[src/rtl/aes_sched_pkg.sv]
// Shared constants and types for the AES request scheduler.
package aes_sched_pkg;

    localparam int unsigned AES_W         = 128;
    localparam int unsigned DEF_NUM_REQ   = 4;
    localparam int unsigned DEF_RSP_DEPTH = 16;
    localparam int unsigned MAX_ID_W      = 4;

    typedef struct packed {
        logic [MAX_ID_W-1:0] id;
        logic [AES_W-1:0]    cipher;
    } rsp_entry_t;

endpackage

[src/rtl/aes_sched_fifo.sv]
// Synchronous first-word-fall-through FIFO with occupancy count.
module aes_sched_fifo
    import aes_sched_pkg::*;
#(
    parameter int unsigned WIDTH = 8,
    parameter int unsigned DEPTH = DEF_RSP_DEPTH,
    localparam int unsigned CNT_W = $clog2(DEPTH + 1),
    localparam int unsigned PTR_W = (DEPTH > 1) ? $clog2(DEPTH) : 1
) (
    input  logic             clk,
    input  logic             rst,
    input  logic             i_push,
    input  logic [WIDTH-1:0] i_wdata,
    input  logic             i_pop,
    output logic [WIDTH-1:0] o_rdata,
    output logic             o_empty,
    output logic [CNT_W-1:0] o_count
);

    logic [WIDTH-1:0] r_mem [DEPTH];
    logic [PTR_W-1:0] r_wptr;
    logic [PTR_W-1:0] r_rptr;
    logic [CNT_W-1:0] r_count;
    logic             w_full;
    logic             w_push;
    logic             w_pop;

    assign w_full  = (r_count == CNT_W'(DEPTH));
    assign o_empty = (r_count == '0);
    assign w_push  = i_push && !w_full;
    assign w_pop   = i_pop && !o_empty;
    assign o_rdata = r_mem[r_rptr];
    assign o_count = r_count;

    always_ff @(posedge clk) begin
        if (w_push) begin
            r_mem[r_wptr] <= i_wdata;
        end
    end

    always_ff @(posedge clk or posedge rst) begin
        if (rst) begin
            r_wptr  <= '0;
            r_rptr  <= '0;
            r_count <= '0;
        end else begin
            if (w_push) begin
                r_wptr <= (r_wptr == PTR_W'(DEPTH - 1)) ? '0 : r_wptr + 1'b1;
            end
            if (w_pop) begin
                r_rptr <= (r_rptr == PTR_W'(DEPTH - 1)) ? '0 : r_rptr + 1'b1;
            end
            r_count <= r_count + CNT_W'(w_push) - CNT_W'(w_pop);
        end
    end

endmodule

[src/rtl/aes_req_scheduler.sv]
// Round-robin arbiter sharing one pipelined AES-128 core; responses return in
// issue order, tagged with requester ID, under credit-based flow control.
module aes_req_scheduler
    import aes_sched_pkg::*;
#(
    parameter int unsigned NUM_REQ   = DEF_NUM_REQ,
    parameter int unsigned ID_W      = 2,
    parameter int unsigned RSP_DEPTH = DEF_RSP_DEPTH,
    parameter int unsigned CORE_LAT  = 13
) (
    input  logic                     clk,
    input  logic                     rst,
    input  logic [NUM_REQ-1:0]       req_valid,
    output logic [NUM_REQ-1:0]       req_ready,
    input  logic [NUM_REQ*AES_W-1:0] req_data,
    input  logic [NUM_REQ*AES_W-1:0] req_key,
    output logic                     core_start,
    output logic [AES_W-1:0]         core_data,
    output logic [AES_W-1:0]         core_key,
    input  logic [AES_W-1:0]         core_cipher,
    input  logic                     core_done,
    output logic                     rsp_valid,
    input  logic                     rsp_ready,
    output logic [AES_W-1:0]         rsp_cipher,
    output logic [ID_W-1:0]          rsp_id,
    output logic                     busy,
    output logic                     err_orphan
);

    localparam int unsigned CNT_W = $clog2(RSP_DEPTH + 1);
    localparam int unsigned CRD_W = CNT_W + 1;

    logic [AES_W-1:0]      w_data_arr [NUM_REQ];
    logic [AES_W-1:0]      w_key_arr  [NUM_REQ];
    logic [ID_W-1:0]       r_ptr;
    logic [ID_W-1:0]       w_idx;
    logic [ID_W-1:0]       w_grant;
    logic                  w_found;
    logic                  w_can_issue;
    logic                  w_handshake;
    logic                  r_core_start;
    logic [AES_W-1:0]      r_core_data;
    logic [AES_W-1:0]      r_core_key;
    logic                  r_err_orphan;
    logic [ID_W-1:0]       w_tag_head;
    logic                  w_tag_empty;
    logic                  w_tag_pop;
    logic [CNT_W-1:0]      w_tag_cnt;
    logic [ID_W+AES_W-1:0] w_rsp_rd;
    logic                  w_rsp_empty;
    logic                  w_rsp_pop;
    logic [CNT_W-1:0]      w_rsp_cnt;
    logic [CRD_W-1:0]      w_credit;
    rsp_entry_t            w_rsp_head;

    always_comb begin
        for (int unsigned i = 0; i < NUM_REQ; i++) begin
            w_data_arr[i] = req_data[AES_W*i +: AES_W];
            w_key_arr[i]  = req_key[AES_W*i +: AES_W];
        end
    end

    // Credit covers both blocks inside the core and entries waiting in the buffer.
    assign w_credit    = CRD_W'(w_tag_cnt) + CRD_W'(w_rsp_cnt);
    assign w_can_issue = !rst && (w_credit < CRD_W'(RSP_DEPTH));

    always_comb begin
        w_found = 1'b0;
        w_grant = '0;
        w_idx   = '0;
        for (int unsigned i = 0; i < NUM_REQ; i++) begin
            w_idx = ID_W'((32'(r_ptr) + i) % NUM_REQ);
            if (!w_found && req_valid[w_idx]) begin
                w_found = 1'b1;
                w_grant = w_idx;
            end
        end
    end

    always_comb begin
        req_ready = '0;
        if (w_found && w_can_issue) begin
            req_ready[w_grant] = 1'b1;
        end
    end

    assign w_handshake = w_found && w_can_issue;

    always_ff @(posedge clk or posedge rst) begin
        if (rst) begin
            r_ptr        <= '0;
            r_core_start <= 1'b0;
            r_core_data  <= '0;
            r_core_key   <= '0;
            r_err_orphan <= 1'b0;
        end else begin
            r_core_start <= w_handshake;
            if (w_handshake) begin
                r_ptr       <= ID_W'((32'(w_grant) + 1) % NUM_REQ);
                r_core_data <= w_data_arr[w_grant];
                r_core_key  <= w_key_arr[w_grant];
            end
            if (core_done && w_tag_empty) begin
                r_err_orphan <= 1'b1;
            end
        end
    end

    assign w_tag_pop = core_done && !w_tag_empty;

    aes_sched_fifo #(
        .WIDTH (ID_W),
        .DEPTH (RSP_DEPTH)
    ) u_tag_fifo (
        .clk     (clk),
        .rst     (rst),
        .i_push  (w_handshake),
        .i_wdata (w_grant),
        .i_pop   (w_tag_pop),
        .o_rdata (w_tag_head),
        .o_empty (w_tag_empty),
        .o_count (w_tag_cnt)
    );

    assign w_rsp_pop = !w_rsp_empty && rsp_ready;

    aes_sched_fifo #(
        .WIDTH (ID_W + AES_W),
        .DEPTH (RSP_DEPTH)
    ) u_rsp_fifo (
        .clk     (clk),
        .rst     (rst),
        .i_push  (w_tag_pop),
        .i_wdata ({w_tag_head, core_cipher}),
        .i_pop   (w_rsp_pop),
        .o_rdata (w_rsp_rd),
        .o_empty (w_rsp_empty),
        .o_count (w_rsp_cnt)
    );

    always_comb begin
        w_rsp_head.id     = MAX_ID_W'(w_rsp_rd[AES_W +: ID_W]);
        w_rsp_head.cipher = w_rsp_rd[AES_W-1:0];
    end

    // Head is masked while empty so the uninitialised storage never reaches the port.
    assign rsp_valid  = !w_rsp_empty;
    assign rsp_cipher = rsp_valid ? w_rsp_head.cipher : '0;
    assign rsp_id     = rsp_valid ? w_rsp_head.id[ID_W-1:0] : '0;

    assign core_start = r_core_start;
    assign core_data  = r_core_data;
    assign core_key   = r_core_key;
    assign err_orphan = r_err_orphan;
    assign busy       = (w_credit != '0) || r_core_start;

    a_params: assert property (@(posedge clk)
        (NUM_REQ >= 2) && (NUM_REQ <= 16) && (ID_W == $clog2(NUM_REQ)) && (CORE_LAT >= 1));
    a_credit_bound: assert property (@(posedge clk) disable iff (rst)
        w_credit <= CRD_W'(RSP_DEPTH));
    a_id_extend: assert property (@(posedge clk) disable iff (rst)
        (w_rsp_head.id >> ID_W) == '0);

endmodule

[config.mk]
export PLATFORM = sky130hd
export DESIGN_NAME = aes_req_scheduler
export DESIGN_NICKNAME = d
export VERILOG_FILES = /design/src/rtl/aes_sched_pkg.sv /design/src/rtl/aes_sched_fifo.sv /design/src/rtl/aes_req_scheduler.sv
export SDC_FILE = /design/constraint.sdc
export NUM_CORES = 2
export LEC_CHECK = 0
export ABC_AREA = 1
export CELL_PAD_IN_SITES_DETAIL_PLACEMENT = 0
export CELL_PAD_IN_SITES_GLOBAL_PLACEMENT = 2
export CORE_AREA = 10 10 589 591
export DETAILED_ROUTE_END_ITERATION = 16
export DIE_AREA = 0 0 599 601
export HOLD_SLACK_MARGIN = 0.12
export PLACE_DENSITY_LB_ADDON = 0.1
export SLEW_MARGIN = 5
export SYNTH_ARGS = -nofsm -noshare
export SYNTH_HDL_FRONTEND = slang
export SYNTH_SLANG_ARGS = --single-unit
[constraint.sdc]
create_clock -name clk -period 50 [get_ports clk]
set_input_delay 15 -clock clk [delete_from_list [all_inputs] [get_ports clk]]
set_output_delay 15 -clock clk [all_outputs]
set_load 0.02 [all_outputs]
==> run_results.csv <==
group,metric,value,unit
critical_path,crit_slowest_cell,"clkdlybuf4s50_1",
clock_network,postCtsHoldBufs,0,
place,place.gp.congestion,1.05,
clock_network,cts-root-buf,"clkbuf_16",
clock_network,cts_resized,0,
critical_path,crit_chain,"clkdlybuf4s50_1, inv_1, nand2_1, nand2_1, nand2_1, nand2_1, a21oi_1, nand2_8, nand2_4, buf_4, buf_12, ha_1, inv_1, nor2_1, clkdlybuf4s50_1",
layout,final_common_cell,"edfxtp_1",
timing,finalCritPeriodShare,68.7,%
timing,timing.final.hold_violations,0,
clock_network,insertion_delay,0.90,ns
critical_path,crit_buf_inv,6,
synthesis,synthMuxAreaShare,2.23,%
critical_path,required,35.00,ns
pwr,p_clk_share,20.9,%
route,topRoutingLayerUsed,"met5",
critical_path,path_delay_family,"buffers and inverters",
pwr,switching_share,47.9,%
pwr,p_per_area,71.6,mW/mm^2
critical_path,worstSetupEndpointType,"output port",
timing,fin_crit,34.35,ns
floorplan,fp-row-count,213,
clock_network,htree_levels,5,
floorplan,ios,1554,
pwr,total_power,9660,uW
global_route,grt_pass1_vias,80112,
synthesis,seq_area_frac_synth,66.5,%
pwr,p_int,5030,uW
layout,multi_input_area,0.0295,sq mm
synthesis,synth-compound-area-share,8.39,%
route,drtAntennaViolNets,0,
pwr,vdd_drop_max,0.0690,mV
critical_path,cp_max_fo,158,
layout,drive_gt1_share,5.05,%
timing,max_freq,29.1,MHz
route,via_count,83348,
global_route,track_usage,29.0,%
floorplan,core,0.335,sq mm
synthesis,netlist_area,0.106,sq mm
global_route,grt_pass1_wl,725000,um
route,drt_iter0_drc,8109,
pwr,switchingPower,4630,uW
min_path,min_from,"core_key[14]",
critical_path,cp_slowest_stage_delay,0.66,ns
place,dpl.hpwl,378000,um
synthesis,synthSimpleGateAreaFrac,16.5,%
global_route,antenna_found_initial,335,
timing,slew_headroom,1.51,%
route,route.met2.wl,255000,um
route,dr_wl_met3,43200,um
floorplan,die_x,599,um
route,wl_per_cell,34.7,um
layout,final_cell_mix,"edfxtp_1, nand2_1, clkdlybuf4s50_1, nor2_1, nand3_1",
critical_path,crit_start,"req_valid[2]",
critical_path,r2r-start,"r_ptr[0]",
pwr,combPwrFrac,51.8,%
global_route,grt_overflow,0,
floorplan,die-area,0.360,sq mm
synthesis,ys_types,41,
timing,finalMaxSlewViolations,0,
critical_path,cp-start-kind,"primary input",
critical_path,criticalPathCategory,"primary input to output port",
synthesis,syn_nets,10870,
clock_network,cts_max_path_buffers,4,
synthesis,synth_top_family_by_area,"simple AND/OR/NAND/NOR gates",
global_route,grt_max_degree,228,
clock_network,cts_tree,"built",
layout,fill_cells,32578,
clock_network,cts_buffers,286,
run,max_cap_violations,0,
route,dr.pass1.iters,8,
route,drt-met1-wl,228000,um
synthesis,synth_edf_count,2112,
timing,finalClockSkew,0.0617,ns
pwr,leakage,0.0507,uW
layout,finalInstanceArea,0.135,sq mm
floorplan,die_h,601,um
clock_network,cts.sinks,2398,
pwr,p_seq_share,27.3,%
layout,nNetsFinal,12149,
synthesis,avgSynthCellArea,11.0,sq um
critical_path,crit_path_frequent_cell,"nand2_1",
critical_path,critPathArrivalTime,19.35,ns
layout,seqCellArea,0.0706,sq mm
clock_network,clkTransAtPathRegs,0.06,ns
route,viasPerCell,5.31,
timing,tns,0,ns
min_path,hp-class,"flip-flop to flip-flop",
place,placed_cell_area,0.126,sq mm
layout,layout-area-overhead-vs-synth,27.1,%
synthesis,synth_seq_cells,2398,
timing,worstMarginPinSlew,1.48,ns
timing,finalSetupViolCount,0,
synthesis,synth_warnings,0,
synthesis,ys_async_sr_fraction,11.9,%
timing,rsz0062_at_grt,"no",
synthesis,synth_flop_cell,"edfxtp_1",
route,drc_errors,0,
synthesis,synth_xor_area_share,0.0990,%
clock_network,post-cts-setup-buffers,0,
route,totalWireLength,545000,um
synthesis,synthCells,9676,
synthesis,synth-adder-area-share,0.422,%
run_status,outcome,"complete, no violations",
floorplan,start_util,31.7,%
place,numPortBuffers,1553,
==> synth_stat cells, types with 3 or more instances <==
master,n,area share [%]
o21ai_0,572,2.7
o211ai_1,83,0.59
fa_1,3,0.057
clkbuf_1,447,1.6
inv_2,5,0.018
nand2_2,4,0.024
ha_1,31,0.37
buf_6,17,0.18
o32ai_1,260,2.1
buf_1,44,0.16
clkinv_1,4,0.014
dfrtp_1,286,6.7
o22ai_1,58,0.34
o221ai_1,186,1.5
a31oi_1,101,0.60
nand3_1,858,4.0
a21oi_1,38,0.18
buf_4,7,0.050
nor3_1,10,0.047
edfxtp_1,2112,60
nand2_1,1809,6.4
inv_1,857,3.0
xor2_1,10,0.083
nor2_1,1153,4.1
buf_2,178,0.84
mux2i_1,236,2.2
a22o_1,31,0.26
nand3b_1,258,1.8
==> routing by layer <==
layer	up-vias	global-route usage, %
met5	-	0
met4	80	9.58
met3	826	7.74
met2	3220	46.6
met1	42600	37.9
li1	36622	-
==> flip-flops by register name, summed over array words and instances, names as in the netlist, 2 cells and up <==
name,count
u_tag_fifo.r_wptr,4
u_rsp_fifo.r_rptr,4
u_rsp_fifo.r_mem,2080
u_rsp_fifo.r_wptr,4
core_data,128
u_tag_fifo.o_count,5
u_tag_fifo.r_rptr,4
core_key,128
u_rsp_fifo.o_count,5
u_tag_fifo.r_mem,32
r_ptr,2
==> path summary, 6_finish.rpt <==
path | to | slack (ns) | cells past startpoint
worst min-delay path | core_key[14] | 0.48 | 2
worst max-delay path | req_ready[2] | 15.65 | 15
min in group asynchronous | u_rsp_fifo.r_rptr[0] | 14.86 | 2
max in group asynchronous | core_data[122] | 33.72 | 3
worst max register to register | core_key[127] | 44.06 | 17
worst min register to register | core_key[14] | 0.48 | 2
==> power groups by stage <==
| stage | Sequential (uW) | Clock, uW | Combinational [uW] |
|---|---|---|---|
| after floorplan | 2770 | 0 | 2520 |
| after global placement | 2660 | 0 | 4980 |
| after detailed placement | 2670 | 0 | 5000 |
| after CTS | 2630 | 2070 | 5020 |
| after global routing | 2660 | 2150 | 5330 |
| final | 2630 | 2020 | 5000 |
==> cell families (layout without fill, tap and decap cells) <==
logic type      after synthesis  in the layout
simple gates               4101           4101
flops                      2398           2398
buf+inv                    1559           3049
compound gates             1336           1336
mux                         236            236
fa+ha+maj                    34             34
xor+xnor                     12             12
other cells                   0            130
==> worst reg2reg max path, stage by stage, from the launching register on <==
cell and delay, ns:
dfrtp_1 0.71, inv_2 0.20, nand2_1 0.12, nand2_2 0.10, nand2_1 0.09, nand2_1 0.08, a21oi_1 0.35, nand2_8 0.46
nand2_4 0.37, buf_4 0.57, buf_4 0.78, buf_4 0.68, buf_4 0.70, nand2_1 0.14, nand3_1 0.26, nand2_1 0.08
nand2_1 0.06, nand2_1 0.07
==> layout make-up <==
class / count / area share [%]
flip-flops and latches: 2398 / 52.3
multi-input cells: 5719 / 21.9
repair buffers: 1684 / 12.4
clock buffers: 354 / 5.61
well taps: 4407 / 4.09
inverters: 866 / 2.44
clock inverters: 145 / 0.987
diodes: 130 / 0.241
==> through the flow <==
stage               utilization, %  hold slack [ns]  cells  worst slack, ns
global route                  40.2            0.490  15652            15.26
finish                        40.2            0.478  15703            15.65
floorplan                        -            0.519   9676            12.41
detailed placement            37.5            0.464  15074            15.40
global placement              37.5            0.463  15074            15.44
CTS                           40.1            0.480  15573            15.38
(Power assumes the default switching activity.)
